<file path="config.mk">
export PLATFORM = sky130hd
export DESIGN_NAME = pc_run_controller
export DESIGN_NICKNAME = d
export VERILOG_FILES = /design/src/rtl/pc_run_controller_pkg.sv /design/src/rtl/pc_run_controller_stall_watchdog.sv /design/src/rtl/pc_run_controller.sv
export SDC_FILE = /design/constraint.sdc
export NUM_CORES = 1
export LEC_CHECK = 0
export BUFFER_PORTS_ARGS = -buffer_cell sky130_fd_sc_hd__clkbuf_2
export CORE_MARGIN = 8
export CORE_UTILIZATION = 54
export CTS_CLUSTER_DIAMETER = 150
export DETAILED_ROUTE_END_ITERATION = 7
export GPL_TIMING_DRIVEN = 0
export PLACE_DENSITY = 0.82
export SLEW_MARGIN = 20
export SYNTH_ARGS = -nofsm -noshare
export SYNTH_HDL_FRONTEND = slang
export SYNTH_SLANG_ARGS = --single-unit
</file>
<file path="constraint.sdc">
create_clock -name clk -period 3.1 [get_ports clk]
set_clock_uncertainty 0.2 [all_clocks]
set_input_delay 0.62 -clock clk [delete_from_list [all_inputs] [get_ports clk]]
set_output_delay 0.62 -clock clk [all_outputs]
set_load 0.03 [all_outputs]
</file>
<file path="src/rtl/pc_run_controller_pkg.sv">
// pc_run_controller_pkg: run-control state encoding, stop opcodes and sizing helper
package pc_run_controller_pkg;
  typedef enum logic [1:0] {
    ST_RUN   = 2'd0,
    ST_HALT  = 2'd1,
    ST_STEP  = 2'd2,
    ST_FAULT = 2'd3
  } run_state_e;
  // Opcodes the decoder flags as stop instructions (ECALL/EBREAK and FENCE class)
  localparam logic [6:0] OPC_SYSTEM   = 7'b1110011;
  localparam logic [6:0] OPC_MISC_MEM = 7'b0001111;
  function automatic int stall_w(input int t);
    return (t < 1) ? 1 : $clog2(t + 1);
  endfunction
endpackage

</file>
<file path="src/rtl/pc_run_controller_stall_watchdog.sv">
// pc_run_controller_stall_watchdog: counts consecutive busy cycles and flags the timeout
module pc_run_controller_stall_watchdog
  import pc_run_controller_pkg::*;
#(
  parameter int TIMEOUT = 255
) (
  input  logic clk,
  input  logic rst,
  input  logic active,
  input  logic mem_busy,
  output logic timeout
);
  localparam int SW = stall_w(TIMEOUT);
  logic [SW-1:0] stall_cnt;
  always_ff @(posedge clk)
    stall_cnt <= (rst || !active || !mem_busy) ? '0 : stall_cnt + 1'b1;
  assign timeout = (TIMEOUT != 0) && active && mem_busy && (stall_cnt == SW'(TIMEOUT - 1));
endmodule

</file>
<file path="src/rtl/pc_run_controller.sv">
// pc_run_controller: PC load sequencing with halt/resume/step, stall watchdog and retire counter
module pc_run_controller
  import pc_run_controller_pkg::*;
#(
  parameter int TIMEOUT = 255,
  parameter int CNT_W   = 32
) (
  input  logic             clk,
  input  logic             rst,
  input  logic             stop_flag,
  input  logic             mem_busy,
  input  logic             resume,
  input  logic             step,
  output logic             pc_load,
  output logic             halted,
  output logic             fault,
  output logic [1:0]       state,
  output logic [CNT_W-1:0] retired_count
);
  run_state_e st, st_nxt;
  logic skip, skip_nxt, load, timeout;
  pc_run_controller_stall_watchdog #(.TIMEOUT(TIMEOUT)) u_wd (
    .clk     (clk),
    .rst     (rst),
    .active  (st == ST_RUN || st == ST_STEP),
    .mem_busy(mem_busy),
    .timeout (timeout)
  );
  always_comb begin
    st_nxt   = st;
    skip_nxt = skip;
    load     = 1'b0;
    case (st)
      ST_RUN: begin
        if (mem_busy) st_nxt = timeout ? ST_FAULT : ST_RUN;
        else if (stop_flag && !skip) st_nxt = ST_HALT;
        else begin
          load     = 1'b1;
          skip_nxt = 1'b0;
        end
      end
      ST_HALT: begin
        st_nxt   = resume ? ST_RUN : (step ? ST_STEP : ST_HALT);
        skip_nxt = resume ? 1'b1 : skip;
      end
      ST_STEP: begin
        load   = !mem_busy;
        st_nxt = timeout ? ST_FAULT : (mem_busy ? ST_STEP : ST_HALT);
      end
      default: st_nxt = ST_FAULT;
    endcase
  end
  // While reset is held the PC must take its reset vector
  assign pc_load = rst || load;
  always_ff @(posedge clk) begin
    st            <= rst ? ST_RUN : st_nxt;
    skip          <= rst ? 1'b0 : skip_nxt;
    retired_count <= rst ? '0 : retired_count + CNT_W'(load);
  end
  assign state  = st;
  assign halted = (st == ST_HALT);
  assign fault  = (st == ST_FAULT);
endmodule

</file>
# [After elaboration in Yosys (flattened, before gate mapping)]
# Cells that the tools add are included.
# Widths: inputs -> output; s select.
[totals] register_bits=43 inputBits=6 out_inout_bits=37 wordCells=42
[classes] add_sub_neg=2 eq_ne=8 muxes=15 reduce_logical=13
[op_table] operator="$add 32x1->32" n=1
[op_table] operator="$mux 2" n=7
[op_table] operator="$add 8x1->8 const B" n=1
[op_table] operator="$eq 8x8->1 const B" n=1
[op_table] operator="$ne 2x2->1 const B" n=3
[op_table] operator="$pmux 2 s3" n=1
[op_table] operator="$mux 1" n=5
[op_table] operator="$eq 2x2->1 const B" n=2
[op_table] operator="$logic_or 1x1->1" n=4
[op_table] operator="$pmux 1 s2" n=2
[op_table] operator="$reduce_and 4->1" n=1
[op_table] operator="$logic_and 1x1->1" n=3
[op_table] operator="$logic_not 1->1" n=3
[op_table] operator="$ne 3x2->1 const B" n=1
[op_table] operator="$eq 2x1->1 const B" n=1
[op_table] operator="$logic_not 2->1" n=1
[op_table] operator="$reduce_bool 2->1" n=1

# [Logic depth before layout (Yosys ltp)]
[logic_depth] ltp_word=7 ltp_mapped=9 depth_no_buf=8

# [Modules after synthesis]
# Synthesis repeated with hierarchy kept, for this count alone.
[hier_totals] hier_cells=233 hier_area_um2=1973.1
[by_module_without_submodules] mod="pc_run_controller" n_inst=1 cells_each=194 area_per_inst_um2=1637.8 seq_area_each_um2=700.7
[by_module_without_submodules] mod="pc_run_controller_stall_watchdog" n_inst=1 cells_each=39 area_per_inst_um2=335.3 seq_area_each_um2=160.2

# [Worst setup path after synthesis]
# No wires, ideal clock.
[synth_path] kind="in2reg" startpoint="input port stop_flag" endpoint="register retired_count[26]" setup_ps=121 t_arrival_ps=2384 required_time_ps=2779 path_slack_ps=396 stages=8 n_path_buf=1 path_cell_list="nor3b_1 nor3_1 ha_1 ha_1 nand4_1 clkbuf_1 nor4_1 mux2_2"
[synth_via] elab_chain_len=5
[synth_lines] item="start: declaration" line_no="pc_run_controller.sv:10" source="input logic stop_flag,"
[synth_lines] item="$logic_and 1x1->1" line_no="pc_run_controller.sv:36" source="else if (stop_flag && !skip) st_nxt = ST_HALT;"
[synth_lines] item="$mux 1" line_no="pc_run_controller.sv:36"
[synth_lines] item="$mux 1" line_no="pc_run_controller.sv:35" source="if (mem_busy) st_nxt = timeout ? ST_FAULT : ST_RUN;"
[synth_lines] item="$pmux 1 s2" line_no="pc_run_controller.sv:33" source="case (st)"
[synth_lines] item="$add 32x1->32" line_no="pc_run_controller.sv:58" source="retired_count <= rst ? '0 : retired_count + CNT_W'(load);"
[synth_lines] item="end signal: assignment" line_no="pc_run_controller.sv:58"
[synth_lines] item="end: declaration" line_no="pc_run_controller.sv:18" source="output logic [CNT_W-1:0] retired_count"
# No other way between the ends.
# A chain may end at the register's enable or synchronous reset.

# [Final worst setup path]
[layout_path] startpoint="input port stop_flag" endpoint="register retired_count[30]"
# Same word-level chain as after synthesis.

==> impl_metrics.py <==
metrics = {
    "place": {
        "place_area_um2": 2320,
        "place.port_buffers": 42,
        "dp.cells": 322,
        "dp_hpwl_um": 3310,
        "gp_congestion": 0.767,
    },
    "synthesis": {
        "synth_area_um2": 2050,
        "synth_fp_nets": 243,
        "synth_seq_cells": 43,
        "yosysUniqueCellTypes": 34,
        "yosys.area.top_type": "dfxtp_1",
        "syn_inst": 232,
        "synth_most_common_cell": "dfxtp_1",
        "netlist.area_leader.share": 0.421,
        "yosysWarningCount": 0,
        "synth_common_cells": "dfxtp_1 (43), nor2_1 (27), a21oi_1 (15), nand3_1 (14), nand2_1 (12)",
        "synth-edff-count": 0,
        "async_flop_share": 0,
        "synth_top_flop_cell": "dfxtp_1",
        "synth_area_leaders": "dfxtp_1 (42%), nor2_1 (5.0%), xor2_1 (4.3%), a21oi_1 (3.7%), o31ai_1 (3.7%)",
        "synth_area_per_cell_um2": 8.82,
        "seq_area_frac_synth": 0.421,
    },
    "timing": {
        "worst_pin_slew_ns": 0.576,
        "hold_viol": 0,
        "relSlewSlack": 0.616,
        "finalCriticalPeriod_ns": 2.87,
        "setup_viol": 0,
        "grt_setup_unrepaired": "no",
        "fmax_ghz": 0.349,
        "fin_crit_sh": 0.925,
        "slew_violations": 0,
    },
    "grt": {
        "overflow": 0,
        "grt_max_degree": 14,
        "grt-busiest-layer": "met2",
        "grtUsageTotal": 0.156,
        "grt_pass1_vias": 1828,
        "grt_pass1_wl_um": 8030,
        "grt.met3_usage": 0.0553,
        "antenna_found_initial": 0,
        "grtUsageMet1": 0.185,
        "grtUsageMet2": 0.253,
    },
    "pwr": {
        "leakage_uw": 0.000940,
        "power_frac_comb": 0.052,
        "swShare": 0.220,
        "p_per_area_nw_per_um2": 441,
        "power.switching_uw": 236,
        "seq_power_share": 0.526,
        "p_clk_frac": 0.422,
        "p_int_uw": 836,
        "peakVddDrop_mv": 0.273,
    },
    "cts": {
        "cts_max_level": 2,
        "post-cts-setup-buffers": 0,
        "root_buffer": "clkbuf_8",
        "cts_tree": "built",
        "cts_buffers": 5,
        "clkSinkCount": 43,
        "clk_latency_ns": 0.29,
        "path_clk_slew_ns": 0.09,
        "cts_max_path_buffers": 2,
    },
    "worst_setup_path": {
        "r2r-start": "state[1]",
        "crit_family": "simple AND/OR/NAND/NOR gates",
        "end_kind": "register",
        "cp_num_buf_inv": 2,
        "cp.required_ns": 3.09,
        "r2r_end": "retired_count[30]",
        "cp_cell_sequence": "clkbuf_2, nor3b_1, nor3_1, ha_1, ha_1, nand4_1, clkbuf_2, nor4_1, mux2_2",
        "crit_arrival_ns": 2.86,
        "reg2reg_setup_slack_ns": 0.25,
        "cp_slowest_cell": "mux2_2",
        "worstRegToRegCells": 8,
        "path_max_fanout": 10,
        "cp-start-kind": "input port",
        "crit_type": "input port to register",
        "cp_slowest_stage_delay_ns": 0.36,
    },
    "detailed_routing": {
        "vias": 1854,
        "wire_per_inst_um": 14.2,
        "remaining_drc_errors": 0,
        "drt-vias-per-instance": 5.62,
        "ant_nets": 0,
        "drt_iter0_drc": 114,
        "routed_wl_um": 4680,
        "drtPass1Iterations": 4,
    },
    "min_path": {
        "hold_class": "register to register",
        "hold_end": "u_wd.stall_cnt[0]",
        "holdPathStages": 1,
        "min_from": "u_wd.stall_cnt[0]",
    },
    "run_status": {
        "status": "completed",
    },
    "floorplan": {
        "num_rows": 22,
        "pin_count": 43,
        "core_um2": 3660,
        "fp.dieW_um": 77.6,
        "die_area_um2": 6010,
        "die_y_um": 77.6,
        "initial_core_util": 0.559,
    },
    "layout": {
        "nNetsFinal": 292,
        "area_growth_pct": 19.0,
        "fillers": 310,
        "drive_gt1_frac": 0.238,
        "n_antenna_cell": 0,
        "instances_no_fill": 330,
        "finalInstanceArea_um2": 2430,
    },
    "flow_run": {
        "cap_violations": 0,
    },
}
power groups by stage:
stage	Sequential, uW	Combinational, uW	Clock, uW
after floorplan	583	29.2	0
after global placement	577	53.2	0
after detailed placement	577	54.4	0
after CTS	564	55.9	457
after global routing	565	61.2	488
final	564	55.4	453
kinds of logic after synthesis:
| kind of cell | count (synthesis) | synth area share |
|---|---|---|
| adders and majority gates | 5 | 0.0306 |
| DFF | 43 | 0.421 |
| AOI/OAI and AO/OA | 32 | 0.0924 |
| muxes | 6 | 0.0330 |
| and+or+nand+nor | 115 | 0.317 |
| buffers and inverters | 14 | 0.0336 |
| xor gates and xnor gates | 17 | 0.0728 |
placed cells by master, fill, tap and decap left out, types with 3 or more instances in the layout:
| cell | count |
|---|---|
| a21oi_1 | 15 |
| and2_1 | 3 |
| and3_1 | 3 |
| clkbuf_1 | 4 |
| clkbuf_2 | 43 |
| clkbuf_8 | 6 |
| dfxtp_1 | 43 |
| ha_1 | 5 |
| inv_1 | 4 |
| mux2_2 | 6 |
| nand2_1 | 12 |
| nand3_1 | 14 |
| nand4_1 | 7 |
| nor2_1 | 27 |
| nor2b_1 | 10 |
| nor3_1 | 7 |
| nor4_1 | 7 |
| o21ai_0 | 6 |
| o31ai_1 | 10 |
| or3_1 | 3 |
| or4_1 | 10 |
| xnor2_1 | 7 |
| xor2_1 | 10 |
timing repair:
item	in CTS	in global routing
hold buffers	0	0
setup endpoints to repair	0	2
resized for setup	0	2
hold endpoints to repair	0	0
state kept, by name, summed over array words and instances (netlist names):
signal / count
skip: 1
retired_count: 32
state: 2
u_wd.stall_cnt: 8
metrics by stage:
step	util	setup WS, ns	total power (uW)	hold slack [ns]	setup TNS (ns)
global route	0.665	0.0405	1110	0.310	0
detailed placement	0.633	-0.0983	632	0.254	-0.196
global placement	0.633	-0.0784	630	0.246	-0.147
floorplan	-	0.396	612	0.230	0
CTS	0.665	0.163	1080	0.273	0
finish	0.665	0.234	1070	0.268	0
layout make-up:
type	count	area, um2	area share
Multi-Input combinational cell	175	1120	0.458
Sequential cell	43	861	0.354
Timing Repair Buffer	42	210	0.0863
Clock buffer	6	82.6	0.0339
Tap cell	48	60.1	0.0247
Buffer	10	55.1	0.0226
Clock inverter	2	35.0	0.0144
Inverter	4	15.0	0.00617
worst max-delay path by stage:
stage	startpoint	end	slack (ns)	cells after the start
finish	stop_flag	retired_count[30]	0.23	9
global placement	stop_flag	retired_count[30]	-0.08	9
floorplan	stop_flag	retired_count[26]	0.40	8
detailed placement	stop_flag	retired_count[30]	-0.1	9
global route	state[1]	retired_count[26]	0.04	8
CTS	stop_flag	retired_count[30]	0.16	9
layer usage:
metal | vias up | wire, um
li1 | 928 | -
met1 | 875 | 2210
met2 | 47 | 2190
met3 | 4 | 235
met4 | 0 | 40
met5 | - | 0
(Power assumes the default switching activity.)
